`src/rtl/clk_div_pkg.sv`:
```
// Shared types and constants for the clock-divider sequencer.
package clk_div_pkg;

   localparam int unsigned DIV_W = 32;
   localparam logic [DIV_W-1:0] RESET_DIV = 32'd1;

   typedef enum logic [1:0] {
      ST_STEADY = 2'd0,
      ST_GATE   = 2'd1,
      ST_LOAD   = 2'd2,
      ST_SETTLE = 2'd3
   } state_e;

   function automatic int unsigned max_u(input int unsigned a, input int unsigned b);
      return (a > b) ? a : b;
   endfunction

endpackage

```
`src/rtl/clk_div_sequencer_arbiter.sv`:
```
// Round-robin arbiter: the search starts at the pointer, and the pointer moves past the winner on advance.
module rr_arbiter #(
   parameter  int unsigned NUM_REQ = 4,
   localparam int unsigned IDX_W   = $clog2(NUM_REQ)
) (
   input  logic               clk,
   input  logic               rstn,
   input  logic [NUM_REQ-1:0] req,
   input  logic               advance,
   output logic [NUM_REQ-1:0] grant,
   output logic [IDX_W-1:0]   grant_idx,
   output logic               grant_vld
);

   logic [IDX_W-1:0] ptr_q, ptr_d;
   logic [IDX_W-1:0] cand;

   always_comb begin
      grant_vld = 1'b0;
      grant_idx = '0;
      grant     = '0;
      cand      = '0;
      for (int unsigned i = 0; i < NUM_REQ; i++) begin
         cand = IDX_W'((32'(ptr_q) + i) % NUM_REQ);
         if (!grant_vld && req[cand]) begin
            grant_vld = 1'b1;
            grant_idx = cand;
         end
      end
      if (grant_vld) grant[grant_idx] = 1'b1;
   end

   always_comb begin
      ptr_d = ptr_q;
      if (advance && grant_vld)
         ptr_d = (32'(grant_idx) == NUM_REQ - 1) ? '0 : grant_idx + IDX_W'(1);
   end

   always_ff @(posedge clk or negedge rstn) begin
      if (!rstn) ptr_q <= '0;
      else       ptr_q <= ptr_d;
   end

endmodule

```
`src/rtl/clk_div_sequencer.sv`:
```
// Shares one clock divider among several requesters. Each ratio change is a glitch-free
// sequence: gate the output, load the ratio, let it settle, then re-enable.
module clk_div_sequencer
   import clk_div_pkg::*;
#(
   parameter  int unsigned NUM_REQ       = 4,
   parameter  int unsigned GATE_CYCLES   = 4,
   parameter  int unsigned SETTLE_CYCLES = 2,
   localparam int unsigned IDX_W         = $clog2(NUM_REQ)
) (
   input  logic                     clk,
   input  logic                     rstn,
   input  logic                     run_en,
   input  logic [NUM_REQ-1:0]       req_valid,
   input  logic [DIV_W*NUM_REQ-1:0] req_div,
   output logic [NUM_REQ-1:0]       req_ready,
   output logic [DIV_W-1:0]         div,
   output logic                     div_valid,
   output logic                     div_clk_en,
   output logic [DIV_W-1:0]         cur_div,
   output logic [IDX_W-1:0]         grant_id,
   output logic                     busy,
   output logic                     err_zero
);

   localparam int unsigned CNT_W = $clog2(max_u(GATE_CYCLES, SETTLE_CYCLES) + 1);
   localparam logic [CNT_W-1:0] GATE_LAST   = CNT_W'(GATE_CYCLES - 1);
   localparam logic [CNT_W-1:0] SETTLE_LAST = CNT_W'(SETTLE_CYCLES - 1);

   state_e             state_q, state_d;
   logic [CNT_W-1:0]   cnt_q, cnt_d;
   logic [DIV_W-1:0]   div_q, div_d;
   logic [DIV_W-1:0]   cur_div_q, cur_div_d;
   logic [DIV_W-1:0]   new_div_q, new_div_d;
   logic               div_valid_q, div_valid_d;
   logic               div_clk_en_q, div_clk_en_d;
   logic [IDX_W-1:0]   grant_id_q, grant_id_d;
   logic               busy_q, busy_d;
   logic               err_zero_q, err_zero_d;

   logic               in_steady;
   logic [NUM_REQ-1:0] arb_grant;
   logic [IDX_W-1:0]   arb_idx;
   logic               arb_vld;
   logic               accept;
   logic [DIV_W-1:0]   sel_div;

   assign in_steady = (state_q == ST_STEADY);

   rr_arbiter #(.NUM_REQ(NUM_REQ)) u_arb (
      .clk       (clk),
      .rstn      (rstn),
      .req       (req_valid),
      .advance   (in_steady),
      .grant     (arb_grant),
      .grant_idx (arb_idx),
      .grant_vld (arb_vld)
   );

   assign req_ready = in_steady ? arb_grant : '0;
   assign accept    = in_steady && arb_vld;
   assign sel_div   = req_div[32'(arb_idx) * DIV_W +: DIV_W];

   always_comb begin
      state_d      = state_q;
      cnt_d        = cnt_q;
      div_d        = div_q;
      cur_div_d    = cur_div_q;
      new_div_d    = new_div_q;
      div_valid_d  = 1'b0;
      div_clk_en_d = div_clk_en_q;
      grant_id_d   = grant_id_q;
      err_zero_d   = 1'b0;
      unique case (state_q)
         ST_STEADY: begin
            div_clk_en_d = run_en;
            if (accept) begin
               grant_id_d = arb_idx;
               new_div_d  = sel_div;
               // Zero and unchanged ratios are consumed without touching the divider.
               if (sel_div == '0) begin
                  err_zero_d = 1'b1;
               end else if (sel_div != cur_div_q) begin
                  state_d      = ST_GATE;
                  cnt_d        = '0;
                  div_clk_en_d = 1'b0;
               end
            end
         end
         ST_GATE: begin
            div_clk_en_d = 1'b0;
            if (cnt_q == GATE_LAST) begin
               state_d     = ST_LOAD;
               div_d       = new_div_q;
               cur_div_d   = new_div_q;
               div_valid_d = 1'b1;
            end else begin
               cnt_d = cnt_q + CNT_W'(1);
            end
         end
         ST_LOAD: begin
            state_d      = ST_SETTLE;
            cnt_d        = '0;
            div_clk_en_d = 1'b0;
         end
         ST_SETTLE: begin
            div_clk_en_d = 1'b0;
            if (cnt_q == SETTLE_LAST) begin
               state_d      = ST_STEADY;
               div_clk_en_d = run_en;
            end else begin
               cnt_d = cnt_q + CNT_W'(1);
            end
         end
         default: state_d = ST_STEADY;
      endcase
      busy_d = (state_d != ST_STEADY);
   end

   always_ff @(posedge clk or negedge rstn) begin
      if (!rstn) begin
         state_q      <= ST_STEADY;
         cnt_q        <= '0;
         div_q        <= RESET_DIV;
         cur_div_q    <= RESET_DIV;
         new_div_q    <= RESET_DIV;
         div_valid_q  <= 1'b0;
         div_clk_en_q <= 1'b0;
         grant_id_q   <= '0;
         busy_q       <= 1'b0;
         err_zero_q   <= 1'b0;
      end else begin
         state_q      <= state_d;
         cnt_q        <= cnt_d;
         div_q        <= div_d;
         cur_div_q    <= cur_div_d;
         new_div_q    <= new_div_d;
         div_valid_q  <= div_valid_d;
         div_clk_en_q <= div_clk_en_d;
         grant_id_q   <= grant_id_d;
         busy_q       <= busy_d;
         err_zero_q   <= err_zero_d;
      end
   end

   assign div        = div_q;
   assign div_valid  = div_valid_q;
   assign div_clk_en = div_clk_en_q;
   assign cur_div    = cur_div_q;
   assign grant_id   = grant_id_q;
   assign busy       = busy_q;
   assign err_zero   = err_zero_q;

endmodule

```
`config.mk`:
```
export PLATFORM = sky130hd
export DESIGN_NAME = clk_div_sequencer
export DESIGN_NICKNAME = d
export VERILOG_FILES = /design/src/rtl/clk_div_pkg.sv /design/src/rtl/clk_div_sequencer_arbiter.sv /design/src/rtl/clk_div_sequencer.sv
export SDC_FILE = /design/constraint.sdc
export NUM_CORES = 1
export LEC_CHECK = 0
export BUFFER_PORTS_ARGS = -buffer_cell sky130_fd_sc_hd__buf_2
export CORE_MARGIN = 3
export CORE_UTILIZATION = 35
export DETAILED_ROUTE_END_ITERATION = 16
export GPL_ROUTABILITY_DRIVEN = 1
export GPL_TIMING_DRIVEN = 0
export MAX_ROUTING_LAYER = met4
export SYNTH_ARGS = -nofsm -noshare
export SYNTH_HDL_FRONTEND = slang
export SYNTH_SLANG_ARGS = --single-unit
export TNS_END_PERCENT = 50
```
`constraint.sdc`:
```
create_clock -name clk -period 3.1 [get_ports clk]
set_input_delay 0.155 -clock clk [delete_from_list [all_inputs] [get_ports clk]]
set_output_delay 0.155 -clock clk [all_outputs]
set_load 0.02 [all_outputs]
```
==> results of run 1 <==
placed cells by master (no fill, tap or decap), drive strengths merged, types with 11 or more instances in the layout:
master and instances:
a211oi 18, a21oi 26, and3 28, buf 288, clkbuf 33, dfrtp 75
inv 14, mux2 11, nand2 169, nand3 82, nor4 19, o21ai 87
xnor2 11
layout make-up:
class / instances / share of cell area, %
antenna: 2 / 0.06094
tap: 216 / 3.291
buffer: 77 / 6.810
multi-input combinational: 584 / 45.11
timing repair buffer: 237 / 16.33
clock inverter: 7 / 1.386
clock buffer: 9 / 2.742
inverter: 15 / 0.7465
sequential: 77 / 23.52
per-stage QoR:
step | area [um^2] | worst slack, ns | total power [uW] | std cells
after floorplan | 5856 | -0.09502 | 4799 | 753
after global placement | 7167 | -1.197 | 6310 | 1177
after detailed placement | 7197 | -1.161 | 6348 | 1178
after CTS | 8053 | -0.2765 | 8074 | 1218
after global routing | 8213 | -0.4136 | 8809 | 1224
final | 8213 | -0.3254 | 8365 | 1224
logic make-up (layout without fill, tap and decap cells):
logic type / Yosys count / in the layout
other: 0 / 2
buffers and inverters: 92 / 345
adders and majority gates: 7 / 7
muxes: 21 / 21
DFF: 77 / 77
and+or+nand+nor: 357 / 357
AOI/OAI and AO/OA: 184 / 184
xor gates and xnor gates: 15 / 15
path summary, 6_finish.rpt:
check | slack [ns] | startpoint | endpoint | depth (start not counted)
setup / recovery | -0.33 | u_arb.ptr_q[1] | cnt_q[0] | 12
hold / removal | 0.02 | run_en | div_clk_en | 2
setup reg to reg | -0.33 | u_arb.ptr_q[1] | cnt_q[0] | 12
min in group asynchronous | 0.28 | rstn | u_arb.ptr_q[1] | 2
hold reg to reg | 0.47 | new_div_q[0] | cur_div[0] | 2
max in group asynchronous | 2.19 | rstn | cur_div[0] | 3
worst max-delay path: stages, from the launching register on:
cell	delay (ns)
dfrtp_2	0.45
mux2_4	0.35
o21ai_4	0.25
nor2_4	0.07
clkinv_4	0.11
bufbuf_16	0.28
mux2_2	0.38
a211oi_2	0.25
o22ai_2	0.13
nor4_4	0.35
nand4_2	0.21
nand4_4	0.16
mux2_4	0.30
Yosys cell counts, drive strengths merged, types with 2 or more instances:
cell type / number
xor2: 4
a2111oi: 2
nand2: 169
mux2i: 10
and3: 28
nor2: 10
a221oi: 3
o211a: 2
or2: 6
a21oi: 26
o221ai: 2
and2: 7
nand4b: 2
ha: 7
nand2b: 7
nand3b: 2
mux2: 11
clkbuf: 26
a22oi: 8
inv: 15
nor3: 6
a211oi: 18
a2bb2o: 3
o21ai: 87
dfrtp: 75
and4b: 3
or3: 3
nor4: 19
a21o: 4
nand4: 6
dfstp: 2
o211ai: 2
xnor2: 11
nand3: 82
o31ai: 9
o22ai: 9
buf: 51
or4: 5
layer usage:
layer	global-route usage (%)	up-vias	wire length, um
met5	-	-	0
met2	45.33	481	12160
met3	4.978	90	2757
li1	-	3179	-
met1	39.18	3341	10930
met4	14.05	0	1251
registers in the layout, summed over array words and instances (netlist names), 2 cells and up:
register     cells
u_arb.ptr_q      2
grant_id         2
cnt_q            3
cur_div         32
state_q          2
new_div_q       32
power groups by stage:
stage | logic, uW | registers, uW | clock network, uW
2_1_floorplan | 2770 | 2030 | 0
3_3_place_gp | 4400 | 1910 | 0
3_5_place_dp | 4430 | 1920 | 0
4_1_cts | 4920 | 1920 | 1240
5_1_grt | 5510 | 2000 | 1290
6_report | 5190 | 1930 | 1240
what timing repair did:
item	CTS	global route
endpoints found under the setup margin	22	9
hold buffers	1	0
endpoints found under the hold margin	29	0
resized for setup	69	43
setup buffers	22	4
pin swaps	17	22
gates cloned	1	0
==> flow_metrics.tcl, run 1 <==
set metrics [dict create \
    grt_pass1_wl_um 39830 \
    initial_core_util_pct 36.34 \
    yosys.area_share.simple_pct 30.15 \
    cts_tree "built" \
    finalWirelength_um 27100 \
    num_rows 46 \
    vias 7091 \
    setup_tns_ns -1.673 \
    syn_nets 895 \
    violations "setup timing" \
    first_iter_violations 745 \
    viasPerCell 5.793 \
    fin_nets 1143 \
    maxCapViolCount 0 \
    period_minus_slack_ns 3.425 \
    die_h_um 135.3 \
    regArea_mm2 0.001932 \
    synth_xor_area_share_pct 2.244 \
    core_mm2 0.01612 \
    area_delta_synth_final_pct 40.26 \
    p_leak_uw 0.004129 \
    cts_sinks 77 \
    die_x_um 135.3 \
    setup_viol 6 \
    overflow 0 \
    whs_ns 0.01938 \
    yosys-mux-area-fraction_pct 4.017 \
    dpl.hpwl_um 19810 \
    drc 0 \
    finalWeightedCongestion 0.9657 \
    comb_power_share_pct 62.1 \
    arrival_ns 3.66 \
    ys_seq_elements 77 \
    seq_area_frac_synth_pct 32.95 \
    grt_usage_pct 29.92 \
    rsz0062_at_grt "yes" \
    synth.distinct_cells 70 \
    antenna_found_initial 2 \
    synth_top_family_by_area "simple AND/OR/NAND/NOR gates" \
    clkTransAtPathRegs_ns 0.06 \
    netlist.area_leader.share_pct 32.05 \
    finalHoldViolations 0 \
    clkPwrFrac_pct 14.8 \
    swShare_pct 48.52 \
    drive_gt1_share_pct 38.47 \
    irDropWorstVdd_mv 0.4065 \
    fin_crit_sh_pct 110.5 \
    cp-start-kind "register" \
    cts_buffers 9 \
    io_pins 209 \
    synthAdderAreaFrac_pct 1.496 \
    holdCritPathClass "in2reg" \
    worst_pin_slew_ns 0.9592 \
    dieArea_mm2 0.01832 \
    drv_slew 0 \
    cp.required_ns 3.34 \
    synth-edff-count 0 \
    syn_inst 753 \
    dr.pass1.iters 5 \
    synth_compound_area_share_pct 20.41 \
    drtAntennaViolNets 0 \
    multiInputGateArea_mm2 0.003705 \
    slew_headroom_pct 35.56 \
    cts_root_buf "clkbuf_16" \
    grt_pass1_vias 6648 \
    finClkSkew_ns 0.007378 \
    clkLatencyLatePin_ns 0.36 \
    htree_levels 3 \
    num-fill-cells 1596 \
    fmax_ghz 0.2919 \
    fin_ws_ns -0.3254 \
    yosys-top-cells-area "dfrtp_1 32%, nand2_1 11%, o21ai_0 7.3%" \
    crit_path_max_fanout 7 \
    power_density_mw_per_mm2 1018 \
    wl_per_cell_um 22.14 \
    port_buffers 208 \
    synthFlopType "dfrtp_1" \
    syn_area_per_cell_um2 7.776 \
    grt_max_degree 49 \
    status "complete, but fails checks" \
    seq_power_share_pct 23.1 \
    internal_power_uw 4306 \
    endpoint_kind "register" \
    p_sw_uw 4059 \
    synth_top_area_cell "dfrtp_1" \
    synth-async-reset-ratio_pct 100.0 \
    critPathKind "reg2reg" \
    yosysWarnings 0 \
    cts_max_path_buffers 2 \
    syn_area_mm2 0.005856 \
    final_util_pct 50.96 \
]
No activity file was read; power rests on OpenSTA's default activity.
==> run 2: changes to the inputs <==
CTS_CLUSTER_SIZE = 24   (was not set)
clock period = 3.65 ns   (was 3.1 ns; I/O delays follow)
==> flow_metrics.tcl, run 2 (synthesis gave the netlist of run 1 again) <==
set metrics [dict create \
    fin_crit_sh_pct 96.25 \
    reg2reg_slack_ns 0.14 \
    cts_tree "built" \
    overflow 0 \
    crit_path_max_fanout 11 \
    core_mm2 0.01612 \
    worst_pin_slew_ns 0.8614 \
    min_to "div_clk_en" \
    holdCritStartpoint "run_en" \
    num_rows 46 \
    worst_path_largest_cell_delay_ns 0.45 \
    final_common_cell "buf_2" \
    min_delay_path_depth 2 \
    finalHoldViolations 0 \
    endpoint_kind "register" \
    fin_ws_ns 0.1368 \
    cp-start-kind "register" \
    fin_nets 1126 \
    crit_top_cell "buf_12" \
    finalNonFillerCells 1205 \
    place_ws_ns -0.6292 \
    clkTransAtPathRegs_ns 0.06 \
    fmax_ghz 0.2846 \
    initial_core_util_pct 36.34 \
    finClkSkew_ns 0.009060 \
    port_buffers 208 \
    num-fill-cells 1698 \
    htree_levels 3 \
    io_pins 209 \
    viasPerCell 5.676 \
    first_iter_violations 700 \
    drive_gt1_share_pct 36.10 \
    clkLatencyLatePin_ns 0.35 \
    dr.pass1.iters 5 \
    grt_usage_pct 29.26 \
    antenna_found_initial 0 \
    maxCapViolCount 0 \
    cts_root_buf "clkbuf_16" \
    dpl.cell_count 1178 \
    drc 0 \
    reg2reg_from "u_arb.ptr_q[1]" \
    area_delta_synth_final_pct 33.46 \
    multiInputGateArea_mm2 0.003587 \
    cts_buffers 9 \
    wl_per_cell_um 22.01 \
    slew_headroom_pct 42.13 \
    period_minus_slack_ns 3.513 \
    dieArea_mm2 0.01832 \
    vias 6840 \
    regArea_mm2 0.001932 \
    die_h_um 135.3 \
    irDropWorstVdd_mv 0.3379 \
    holdCritPathClass "in2reg" \
    arrival_ns 3.74 \
    drtAntennaViolNets 0 \
    rsz0062_at_grt "no" \
    diodes 0 \
    cp.required_ns 3.88 \
    dpl.hpwl_um 20110 \
    cp_cell_sequence "mux2_4, o21ai_4, nor2_4, inv_6, buf_12, buf_12, buf_8, o21ai_1, a221oi_2, nand4_1, nor4_4, nand2_2, nand4_4, mux2_1" \
    setup_viol 0 \
    drv_slew 0 \
    crit_family "simple AND/OR/NAND/NOR gates" \
    most-common-layout-cells "212 x buf_2, 168 x nand2_1, 84 x o21ai_0, 79 x nand3_1, 73 x dfrtp_1" \
    grt_max_degree 59 \
    power_density_mw_per_mm2 848.5 \
    status "completed" \
    cts_max_path_buffers 2 \
    path_buf_inv 4 \
    finalWirelength_um 26530 \
    crit_path_top_delay_cell "dfrtp_2" \
    grt_pass1_wl_um 38830 \
    die_x_um 135.3 \
    grt_pass1_vias 6550 \
    finalWeightedCongestion 1.017 \
    p_leak_uw 0.003918 \
    rr_endpoint "cnt_q[0]" \
    critPathKind "reg2reg" \
    rr_worst_depth 14 \
    cts_sinks 77 \
]
[run 2: worst reg2reg max path: cells and delay by family, from the launching register on]
kind	cells	cell delay, ns
buffers and inverters	4	0.65
flip-flops	1	0.45
multiplexers	2	0.67
AO/OA/AOI/OAI	3	0.67
AND/OR/NAND/NOR	5	0.94
[run 2: layout make-up]
| cell class | count | share of cell area [%] |
|---|---|---|
| multi-input cells | 584 | 45.90 |
| plain buffers | 76 | 6.644 |
| flip-flops and latches | 77 | 24.72 |
| inverters | 15 | 0.7845 |
| clock inverters | 3 | 0.2722 |
| clock buffers | 13 | 3.330 |
| well taps | 216 | 3.458 |
| repair buffers | 221 | 14.89 |
[run 2: per-stage QoR]
stage	utilization [%]	setup TNS (ns)	power, uW	cell area [um^2]	hold slack (ns)
5_1_grt	48.49	0	7050	7815	0.04967
3_3_place_gp	44.47	-2.535	5360	7167	0.3970
4_1_cts	46.85	-0.04906	6350	7550	0.04538
6_report	48.49	0	6631	7815	0.05508
2_1_floorplan	-	0	4075	5856	-0.1131
3_5_place_dp	44.66	-2.570	5413	7197	0.09089
[run 2: where the power goes]
| group | leakage, uW | total (uW) | switching [uW] | internal [uW] |
|---|---|---|---|---|
| clock network | 0.000136 | 876 | 377 | 499 |
| logic | 0.00283 | 4110 | 2560 | 1550 |
| registers | 0.000955 | 1640 | 391 | 1250 |
| total | 0.00392 | 6630 | 3330 | 3300 |
[run 2: worst max-delay path by stage]
stage                    from       end  slack [ns]  cells after the start
3_3_place_gp   u_arb.ptr_q[1]  cnt_q[0]       -0.62                     12
6_report       u_arb.ptr_q[1]  cnt_q[0]        0.14                     14
5_1_grt        u_arb.ptr_q[1]  cnt_q[0]       0.007                     12
2_1_floorplan  u_arb.ptr_q[1]  cnt_q[0]        0.42                     11
4_1_cts        u_arb.ptr_q[1]  cnt_q[0]       -0.05                     12
3_5_place_dp   u_arb.ptr_q[1]  cnt_q[0]       -0.63                     12
[run 2: timing repair]
| item | 4_1_cts | 5_1_grt |
|---|---|---|
| buffers inserted | 2 | 9 |
| hold buffers | 1 | 0 |
| pin swaps | 2 | 12 |
| endpoints found under the hold margin | 19 | 0 |
| setup endpoints to repair | 8 | 5 |
| resized for setup | 14 | 62 |
[run 2: metal layers]
layer / global-route usage (%) / part of all wire [%] / vias up
li1: - / - / 3145
met1: 38.76 / 41 / 3208
met2: 44.36 / 44 / 427
met3: 6.018 / 11 / 60
met4: 10.81 / 3.5 / 0
met5: - / 0 / -
==> run 3: changes to the inputs <==
CORE_MARGIN = 1   (was 3)
CORE_UTILIZATION = 40   (was 35)
PLACE_DENSITY = 0.67   (was not set)
==> flow_metrics.tcl, run 3 (synthesis gave the netlist of run 1 again) <==
set metrics [dict create \
    cp-startpoint "u_arb.ptr_q[1]" \
    finClkSkew_ns 0.01052 \
    final_util_pct 54.94 \
    num_rows 43 \
    cp-start-kind "register" \
    num-fill-cells 1394 \
    dieArea_mm2 0.01513 \
    initial_core_util_pct 41.54 \
    dpl.hpwl_um 18830 \
    viasPerCell 5.923 \
    finalHoldViolations 0 \
    grt_max_degree 63 \
    worst_pin_slew_ns 0.9358 \
    area_delta_synth_final_pct 32.24 \
    setup_tns_ns 0 \
    dr.pass1.iters 5 \
    fin_nets 1124 \
    grt_pass1_vias 6109 \
    final_common_cell "buf_2" \
    crit_path_top_delay_cell "or4_4" \
    io_pins 209 \
    drc 0 \
    arrival_ns 3.83 \
    finalWirelength_um 25110 \
    grt_pass1_wl_um 36080 \
    status "completed" \
    holdCritPathClass "in2reg" \
    clkTransAtPathRegs_ns 0.06 \
    grt_usage_pct 34.23 \
    drive_gt1_share_pct 35.87 \
    cp.required_ns 3.89 \
    cts_buffers 9 \
    p_leak_uw 0.003915 \
    cp_cell_sequence "mux2_4, o21ai_4, nor2_4, clkinv_4, mux2_4, a221o_1, or4_4, nor4_4, nand2_2, nand4_4, mux2_1" \
    finalWeightedCongestion 0.9553 \
    cts_tree "built" \
    holdCritStartpoint "run_en" \
    irDropWorstVdd_mv 0.4275 \
    crit_path_max_fanout 7 \
    diodes 0 \
    setup_viol 0 \
    vias 6912 \
    crit_family "simple AND/OR/NAND/NOR gates" \
    worst_path_largest_cell_delay_ns 0.56 \
    cts_max_path_buffers 2 \
    die_x_um 123.0 \
    htree_levels 3 \
    clkLatencyLatePin_ns 0.36 \
    critPathKind "reg2reg" \
    slew_headroom_pct 37.61 \
    fmax_ghz 0.2782 \
    drv_slew 0 \
    crit_top_cell "mux2_4" \
    maxCapViolCount 0 \
    endpoint_kind "register" \
    wl_per_cell_um 21.52 \
    path_buf_inv 1 \
    die_h_um 123.0 \
    period_minus_slack_ns 3.594 \
    reg2reg_from "u_arb.ptr_q[1]" \
    antenna_found_initial 0 \
    cts_sinks 77 \
    drtAntennaViolNets 0 \
    cts_root_buf "clkbuf_16" \
    power_density_mw_per_mm2 851.2 \
    most-common-layout-cells "212 x buf_2, 168 x nand2_1, 84 x o21ai_0, 77 x nand3_1, 73 x dfrtp_1" \
    core_mm2 0.01410 \
    port_buffers 208 \
    overflow 0 \
    fin_crit_sh_pct 98.46 \
    first_iter_violations 812 \
]
==> run 3: cell count changes in the layout (fill, tap and decap cells not counted), moves of 2 or more <==
cell      delta
nand3_2      +2
nand3_1      -2
clkbuf_8     -2
inv_6        +3
buf_6        +3
nand2b_4     -2
buf_4        -3
clkbuf_1     -2
==> run 3: per-layer routing <==
metal / vias to the layer above / wire length [um] / global-route usage (%)
met1: 3241 / 10230 / 44.94
met3: 67 / 2764 / 6.873
met4: 0 / 975 / 14.68
met2: 464 / 11140 / 51.19
met5: - / 0 / -
li1: 3140 / - / -
==> run 3: cell type report <==
type                    count  area, um^2  share of cell area (%)
plain buffers              75       501.7                   6.479
clock buffers               9       225.2                   2.908
clock inverters             7       61.31                  0.7917
inverters                  15       61.31                  0.7917
multi-input cells         584        3568                   46.08
flip-flops and latches     77        1932                   24.95
well taps                 180       225.2                   2.908
repair buffers            220        1169                   15.09
==> run 3: worst paths after layout <==
kind                                  endpoint  slack, ns  cells after the start
worst max register to register        cnt_q[0]       0.06                     11
worst min-delay path                div_clk_en       0.04                      2
max in group asynchronous       u_arb.ptr_q[0]       2.78                      3
worst min register to register      cur_div[0]       0.46                      2
min in group asynchronous           cur_div[7]       0.23                      2
worst max-delay path                  cnt_q[0]       0.06                     11
==> run 3: what timing repair did <==
item / CTS / global route
cloned: 0 / 0
gates resized for setup: 23 / 41
endpoints found under the setup margin: 8 / 3
pin swaps: 6 / 8
setup buffers: 7 / 3
hold buffers: 1 / 0
hold endpoints to repair: 15 / 0
==> run 3: through the flow <==
stage | power (uW) | cell area, um^2 | setup slack (ns) | hold slack (ns) | std cells
final | 6591 | 7744 | 0.05605 | 0.04224 | 1167
after global routing | 6972 | 7744 | -0.02386 | 0.04509 | 1167
after CTS | 6375 | 7577 | 0.01345 | 0.03550 | 1164
after detailed placement | 5348 | 7152 | -0.6722 | 0.07210 | 1142
after global placement | 5310 | 7122 | -0.6641 | 0.3982 | 1141
after floorplan | 4075 | 5856 | 0.4219 | -0.1131 | 753
==> run 3: report_power, final <==
group          total (uW)  leakage [uW]  internal, uW  switching (uW)
Combinational        4060       0.00282          1520            2530
Clock                 898      0.000135           475             423
Sequential           1640      0.000955          1250             389
